<file path="config.mk">
export PLATFORM = sky130hd
export DESIGN_NAME = write_buffer
export DESIGN_NICKNAME = d
export VERILOG_FILES = /design/src/rtl/write_buffer.sv
export SDC_FILE = /design/constraint.sdc
export NUM_CORES = 1
export LEC_CHECK = 0
export ABC_AREA = 1
export BUFFER_PORTS_ARGS = -buffer_cell sky130_fd_sc_hd__buf_4
export CAP_MARGIN = 20
export CORE_MARGIN = 1.5
export CORE_UTILIZATION = 25
export CTS_CLUSTER_DIAMETER = 40
export DETAILED_ROUTE_END_ITERATION = 8
export PLACE_DENSITY = 0.44
export SYNTH_ARGS = -nofsm -noshare
export SYNTH_HDL_FRONTEND = slang
export SYNTH_SLANG_ARGS = --single-unit
</file>
<file path="constraint.sdc">
create_clock -name clk -period 8.73 [get_ports clk]
set_input_delay 0.873 -clock clk [delete_from_list [all_inputs] [get_ports clk]]
set_output_delay 0.873 -clock clk [all_outputs]
set_load 0.1 [all_outputs]
</file>
<file path="src/rtl/write_buffer.sv">
// Posted-write buffer: CPU writes are queued in a circular FIFO and drained one entry
// at a time, first into the cache and then to SDRAM. Build option WRITE_BUFFER_MERGE_EN folds same-halfword writes.
module write_buffer #(
    parameter int DEPTH = 4
) (
    input  logic        clk,
    input  logic        reset,

    input  logic        cpu_req,
    input  logic [31:0] cpu_addr,
    input  logic [15:0] cpu_data,
    input  logic        cpu_uds_n,
    input  logic        cpu_lds_n,
    output logic        cpu_ack,

    output logic        cache_req,
    output logic [31:0] cache_addr,
    output logic [15:0] cache_data,
    output logic        cache_uds_n,
    output logic        cache_lds_n,
    input  logic        cache_wr_ack,

    output logic        sdram_req,
    output logic [31:0] sdram_addr,
    output logic [15:0] sdram_data,
    output logic        sdram_uds_n,
    output logic        sdram_lds_n,
    input  logic        sdram_ack,

    output logic        empty,
    output logic        full,
    output logic [1:0]  drain_state
);

    // Handshakes: cpu_ack rises on the edge that accepts cpu_req and falls on the first
    // edge that samples cpu_req low. cache_req/sdram_req, with their address, data and
    // byte enables frozen, stay high until the edge that samples the matching ack high.

    localparam int AW = (DEPTH > 1) ? $clog2(DEPTH) : 1;
    localparam int CW = AW + 1;
    localparam logic [CW-1:0] FULL_COUNT = CW'(DEPTH);

    typedef enum logic [1:0] {
        IDLE  = 2'd0,
        CACHE = 2'd1,
        SDRAM = 2'd2
    } state_t;

    state_t          state;
    logic [AW-1:0]   head;
    logic [AW-1:0]   tail;
    logic [AW-1:0]   newest;
    logic [CW-1:0]   count;

    logic [30:0]     mem_addr  [DEPTH];
    logic [15:0]     mem_data  [DEPTH];
    logic            mem_uds_n [DEPTH];
    logic            mem_lds_n [DEPTH];

    logic            merge_hit;
    logic            accept;
    logic            push_new;
    logic            pop;
    logic [30:0]     head_addr;
    logic [15:0]     head_data;
    logic            head_uds_n;
    logic            head_lds_n;
    logic            addr_lsb_unused;

    assign addr_lsb_unused = cpu_addr[0];

    assign newest      = tail - 1'b1;
    assign full        = (count == FULL_COUNT);
    assign empty       = (count == '0) && (state == IDLE);
    assign drain_state = state;
    assign pop         = (state == SDRAM) && sdram_ack;

`ifdef WRITE_BUFFER_MERGE_EN
    logic [15:0] merged_data;
    logic        merged_uds_n;
    logic        merged_lds_n;
    logic        merge_wr;

    // The head entry is frozen on the output buses once draining starts.
    assign merge_hit = (count != '0)
                    && (mem_addr[newest] == cpu_addr[31:1])
                    && !((newest == head) && (state != IDLE));

    assign merged_data[15:8] = cpu_uds_n ? mem_data[newest][15:8] : cpu_data[15:8];
    assign merged_data[7:0]  = cpu_lds_n ? mem_data[newest][7:0]  : cpu_data[7:0];
    assign merged_uds_n      = mem_uds_n[newest] & cpu_uds_n;
    assign merged_lds_n      = mem_lds_n[newest] & cpu_lds_n;
`else
    assign merge_hit = 1'b0;
`endif

    assign accept   = cpu_req && !cpu_ack && (merge_hit || !full);
    assign push_new = accept && !merge_hit;

`ifdef WRITE_BUFFER_MERGE_EN
    assign merge_wr = accept && merge_hit;
`endif

    // A merge into a lone head entry can coincide with IDLE->CACHE; forward it.
    always_comb begin
        head_addr  = mem_addr[head];
        head_data  = mem_data[head];
        head_uds_n = mem_uds_n[head];
        head_lds_n = mem_lds_n[head];
`ifdef WRITE_BUFFER_MERGE_EN
        if (merge_wr && (newest == head)) begin
            head_data  = merged_data;
            head_uds_n = merged_uds_n;
            head_lds_n = merged_lds_n;
        end
`endif
    end

    // Entry storage is deliberately left out of reset.
    always_ff @(posedge clk) begin
        if (push_new) begin
            mem_addr[tail]  <= cpu_addr[31:1];
            mem_data[tail]  <= cpu_data;
            mem_uds_n[tail] <= cpu_uds_n;
            mem_lds_n[tail] <= cpu_lds_n;
        end
`ifdef WRITE_BUFFER_MERGE_EN
        else if (merge_wr) begin
            mem_data[newest]  <= merged_data;
            mem_uds_n[newest] <= merged_uds_n;
            mem_lds_n[newest] <= merged_lds_n;
        end
`endif
    end

    always_ff @(posedge clk or negedge reset) begin
        if (!reset) begin
            cpu_ack <= 1'b0;
            count   <= '0;
            head    <= '0;
            tail    <= '0;
        end else begin
            if (accept) begin
                cpu_ack <= 1'b1;
            end else if (!cpu_req) begin
                cpu_ack <= 1'b0;
            end

            if (push_new) begin
                tail <= tail + 1'b1;
            end
            if (pop) begin
                head <= head + 1'b1;
            end

            case ({push_new, pop})
                2'b10:   count <= count + 1'b1;
                2'b01:   count <= count - 1'b1;
                default: count <= count;
            endcase
        end
    end

    always_ff @(posedge clk or negedge reset) begin
        if (!reset) begin
            state       <= IDLE;
            cache_req   <= 1'b0;
            cache_addr  <= '0;
            cache_data  <= '0;
            cache_uds_n <= 1'b1;
            cache_lds_n <= 1'b1;
            sdram_req   <= 1'b0;
            sdram_addr  <= '0;
            sdram_data  <= '0;
            sdram_uds_n <= 1'b1;
            sdram_lds_n <= 1'b1;
        end else begin
            case (state)
                IDLE: begin
                    if (count != '0) begin
                        state       <= CACHE;
                        cache_req   <= 1'b1;
                        cache_addr  <= {head_addr, 1'b0};
                        cache_data  <= head_data;
                        cache_uds_n <= head_uds_n;
                        cache_lds_n <= head_lds_n;
                    end
                end
                CACHE: begin
                    if (cache_wr_ack) begin
                        state       <= SDRAM;
                        cache_req   <= 1'b0;
                        sdram_req   <= 1'b1;
                        sdram_addr  <= cache_addr;
                        sdram_data  <= cache_data;
                        sdram_uds_n <= cache_uds_n;
                        sdram_lds_n <= cache_lds_n;
                    end
                end
                SDRAM: begin
                    if (sdram_ack) begin
                        state     <= IDLE;
                        sdram_req <= 1'b0;
                    end
                end
                default: begin
                    state     <= IDLE;
                    cache_req <= 1'b0;
                    sdram_req <= 1'b0;
                end
            endcase
        end
    end

endmodule

</file>
# --- Word level (Yosys, flattened, before mapping) ---
# Memory sizes are Yosys's and may differ from the RTL's. A register that Yosys moved wholly into a read port is not among the register bits.
# Cells that the tools add are included.
word_totals:
  register_bits: 61
  ramBits: 196
  in_bits: 55
  output_inout_bits: 107
  elab_cells: 64
  n_memories: 4
mem_list:
  columns: ["memory", "words", "word_bits", "read_ports", "rd_clocked_by_memory_dff", "write_ports", "line", "rtl"]
  rows:
  - ["mem_addr", 4, 31, 1, 1, 1, "55", "logic [30:0] mem_addr [DEPTH];"]
  - ["mem_data", 4, 16, 1, 1, 1, "56", "logic [15:0] mem_data [DEPTH];"]
  - ["mem_lds_n", 4, 1, 1, 1, 1, "58", "logic mem_lds_n [DEPTH];"]
  - ["mem_uds_n", 4, 1, 1, 1, 1, "57", "logic mem_uds_n [DEPTH];"]
op_classes:
  addsub: 4
  eq_ne: 9
  n_mux: 15
  bitwise: 2
  n_reduce_logical: 19
ops:
  columns: ["cell", "n"]
  rows:
  - ["3-bit AND reduction", 3]
  - ["1-bit 2-to-1 mux", 8]
  - ["1-bit logical NOT", 6]
  - ["2-bit 2-to-1 mux", 3]
  - ["1-bit case mux with 3 select lines", 2]
  - ["2-bit case mux with 3 select lines", 1]
  - ["3-bit case mux with 2 select lines", 1]
  - ["2-bit by 1-bit adder with 2-bit output, second input constant", 2]
  - ["2-bit by 1-bit equality test with 1-bit output, second input constant", 2]
  - ["2-bit equality test, second input constant", 2]
  - ["1-bit logical AND", 4]
  - ["2-bit by 1-bit inequality test with 1-bit output, second input constant", 2]
  - ["2-bit inequality test, second input constant", 2]
  - ["2-bit AND reduction", 2]
  - ["3-bit by 1-bit adder with 3-bit output, second input constant", 1]
  - ["3-bit equality test, second input constant", 1]
  - ["3-bit logical NOT", 1]
  - ["3-bit nonzero test", 1]
  - ["3-bit by 1-bit subtractor with 3-bit output, second input constant", 1]
  - ["2-bit logical NOT", 1]
  - ["1-bit inverter", 2]
  - ["2-bit nonzero test", 1]

# --- Depth between registers and ports, before layout ---
logic_depth:
  word_depth: 5
  ltp_mapped: 10
  mapped_depth_nobuf: 10

# --- Worst setup path after synthesis ---
# OpenSTA, ideal clock, no wires.
synth_path:
  path_kind: "reg-to-reg"
  from: "reg cpu_ack"
  to: "mem mem_addr[0][0], enable pin"
  setup_time_ps: 456
  t_arrival_ps: 3252
  t_required_ps: 8274
  slack_ps: 5022
  path_stages_with_launch: 4
  n_path_buf: 0
  period_less_slack_ps: 3708
  path_cell_list: "dfrtp_1 -> inv_1 -> nand3_1 -> nor2_1"
synth_via:
  elab_chain_len: 5
synth_rtl:
  columns: ["element", "line", "rtl"]
  rows:
  - ["from (decl)", "14", "output logic cpu_ack,"]
  - ["from (signal assigned)", "138", "cpu_ack <= 1'b0;"]
  - ["from (signal assigned)", "144", "cpu_ack <= 1'b1;"]
  - ["from (signal assigned)", "146", "cpu_ack <= 1'b0;"]
  - ["1-bit logical NOT", "97", "assign accept = cpu_req && !cpu_ack && (merge_hit || !full);"]
  - ["1-bit logical AND (2 in a row)", "97", null]
  - ["1-bit 2-to-1 mux", "121", "if (push_new) begin"]
  - ["1-bit 2-to-1 mux (not written as such)", "122", "mem_addr[tail] <= cpu_addr[31:1];"]
  - ["to (decl)", "55", null]
# No other way between the ends.

# --- Final worst setup path ---
layout_path:
  from: "reg count[0]"
  to: "mem mem_data[3][7], enable pin"
layout_via:
  elab_chain_len: 5
layout_rtl:
  columns: ["element", "line", "rtl"]
  rows:
  - ["from (decl)", "53", "logic [CW-1:0] count;"]
  - ["from (signal assigned)", "157", "2'b10: count <= count + 1'b1;"]
  - ["from (signal assigned)", "158", "2'b01: count <= count - 1'b1;"]
  - ["from (signal assigned)", "159", "default: count <= count;"]
  - ["3-bit equality test", "73", "assign full = (count == FULL_COUNT);"]
  - ["1-bit logical NOT", "97", null]
  - ["1-bit logical AND", "97", null]
  - ["1-bit 2-to-1 mux", "121", null]
  - ["1-bit 2-to-1 mux (not written as such)", "123", "mem_data[tail] <= cpu_data;"]
  - ["to (decl)", "56", null]
# No other way between the ends.

==> results.py <==
metrics = {
    "clocking": {
        "clockBufferDepth": 3,
        "cts_setup_buffers": 0,
        "cts_tree": "yes",
        "numCtsBuffers": 60,
        "clk_latency_ps": 600,
        "cts_hold_buffers": 0,
        "htree_levels": 2,
        "clk_pin_slew_ps": 50,
        "clock_sinks": 306,
        "cts_root_buf": "clkbuf_16",
        "post_cts_resized": 0,
    },
    "placement": {
        "dpl.hpwl_um": 17900,
        "portBuffers": 158,
        "gp_congestion": 0.652,
    },
    "timing": {
        "finalHoldViolCount": 0,
        "finalClockSkew_ps": 26.5,
        "grt_setup_unrepaired": "false",
        "post-route-period-util_pct": 32.9,
        "setup_viol_count_final": 0,
        "tightest_slew_ps": 936,
        "slew_violations": 0,
        "period_needed_ps": 2870,
        "final.setup.tns_ps": 0,
        "clock.fmax_mhz": 348,
        "relSlewSlack_pct": 37.5,
    },
    "flow_run": {
        "maxCapViolations": 0,
    },
    "worst_setup_path": {
        "r2r_cells": 5,
        "critPathRequiredTime_ps": 8950,
        "reg2reg_from": "count[0]$_DFFE_PN0P_",
        "startpoint": "count[0]$_DFFE_PN0P_",
        "end_kind": "flip-flop",
        "start_kind": "flip-flop",
        "r2r_setup_slack_ps": 5860,
        "cpLargestDelayFamily": "simple AND/OR/NAND/NOR gates",
        "crit_fanout": 27,
        "crit_type": "flip-flop to flip-flop",
        "r2r-end": "mem_data[3][7]$_DFFE_PP_",
        "critPathBufInv": 1,
        "crit_slowest_cell": "nor2_4",
        "path_cells": "nor2_1, nand2_1, nand3_1, nor2_4, buf_4",
        "crit_path_end": "mem_data[3][7]$_DFFE_PP_",
        "critPathMaxStageDelay_ps": 890,
        "cp.depth": 5,
        "worstPathArrival_ps": 3090,
    },
    "floorplanning": {
        "dieArea_um2": 50900,
        "fp-row-count": 81,
        "core_um2": 49000,
        "initial_core_util_pct": 25.3,
        "num_io_pins": 162,
        "fp.dieW_um": 226,
        "die-height_um": 226,
    },
    "routing": {
        "wire_per_inst_um": 15.1,
        "ant_nets": 0,
        "drc": 0,
        "dr.pass1.iters": 4,
        "finalWirelength_um": 31800,
        "drtIter0Drc": 303,
        "routed-via-count": 8339,
        "viasPerCell": 3.96,
    },
    "global_routing": {
        "grt_remaining_overflow": 0,
        "grt_pass1_vias": 8432,
        "antenna_found_initial": 1,
        "grtUsageTotal_pct": 12.9,
        "grt_max_degree": 65,
        "grt_pass1_wl_um": 49500,
    },
    "layout": {
        "num-fill-cells": 4959,
        "multi_input_comb_area_um2": 3080,
        "areaGrowthSynthToFinish_pct": 32.8,
        "regArea_um2": 8650,
        "final_nets": 1453,
        "num_antenna_cells": 0,
        "drive_gt1_share_pct": 23.6,
    },
    "logic_synthesis": {
        "synth_area_per_cell_um2": 10.2,
        "yosysWarnings": 0,
        "ys_seq_area_share_pct": 69.7,
        "ys_types": 24,
        "synthCells": 1213,
        "ys_ff_latch": 306,
        "syn_area_um2": 12400,
    },
    "worst_hold_path": {
        "hp-class": "primary input to async pin",
    },
    "outcome": {
        "outcome": "complete, no violations",
    },
}
## cells in the mapped netlist
master	instances	area share [%]
nand3b_1	1	0.061
o21ai_0	5	0.20
edfxtp_1	196	47
nand3_1	54	2.2
dfrtp_1	106	21
fa_1	1	0.16
nand2_2	1	0.050
inv_2	4	0.12
dfstp_2	4	0.85
buf_4	4	0.24
xor2_1	3	0.21
conb_1	1	0.030
inv_1	117	3.5
or2_2	46	2.3
buf_6	1	0.091
nand2_1	504	15
nor2_1	105	3.2
clkbuf_1	21	0.64
or2_1	3	0.15
ha_1	5	0.50
buf_2	28	1.1
xnor2_1	1	0.071
nor3_2	1	0.081
nand4_1	1	0.050
## flip-flops by register name, indices dropped and copies added, names as in the netlist, 2 cells and up
register	cells
cache_addr	31
cache_data	16
count	3
drain_state	2
head	2
mem_addr	124
mem_data	64
mem_lds_n	4
mem_uds_n	4
sdram_addr	31
sdram_data	16
tail	2
## cell families after synthesis
logic type,count (synthesis),share of synthesized area (%)
compound gates,5,0.202
xor+xnor,4,0.283
fa+ha+maj,6,0.666
buf+inv,175,5.76
flops,306,69.7
other cells,1,0.0302
simple gates,716,23.3
## cell type report
class	instances	share of cell area, %
multi-input combinational	733	18.7
tap	664	5.05
timing repair buffer	170	7.77
sequential	306	52.5
clock buffer	65	9.55
clock inverter	49	3.61
inverter	121	2.77
## how the worst min path moves through the flow
stage	end	slack, ps
2_1_floorplan	count[0]$_DFFE_PN0P_	470
3_3_place_gp	sdram_lds_n$_DFFE_PN1P_	450
3_5_place_dp	sdram_lds_n$_DFFE_PN1P_	460
4_1_cts	cache_addr[2]$_DFFE_PN0P_	300
5_1_grt	cache_addr[2]$_DFFE_PN0P_	330
6_report	cache_data[6]$_DFFE_PN0P_	300
## per-stage QoR
step                      hold WS [ps]  setup WS (ps)  cell area (µm²)  std cells  util (%)
final                              297           5860            16500       2108      33.6
after CTS                          300           5750            16500       2108      33.6
after detailed placement           455           5390            14300       1994      29.2
after global placement             453           5410            14300       1994      29.2
after global routing               326           5590            16500       2108      33.6
after floorplan                    468           5020            12400       1214         -
## metal layers
layer	global-route usage, %	share of wire, %	vias up
li1	-	-	4182
met4	3.70	1.8	2
met3	3.90	5.7	50
met2	20.5	45	180
met1	16.9	47	3925
met5	0	0.041	-
## cells in the final DEF (no fill, tap or decap), drive strengths merged, types with 2 or more instances in the layout
master,n
xor2,3
o21ai,5
or2,49
dfrtp,106
nand2,505
bufinv,8
clkbuf,65
clkinvlp,7
nand3,54
buf,170
ha,5
dfstp,4
clkinv,19
inv,136
nor2,105
conb,2
edfxtp,196
Power is left out: the tool's default activity adds up to more than one toggle a clock period on the data nets, which glitch-free logic cannot reach.
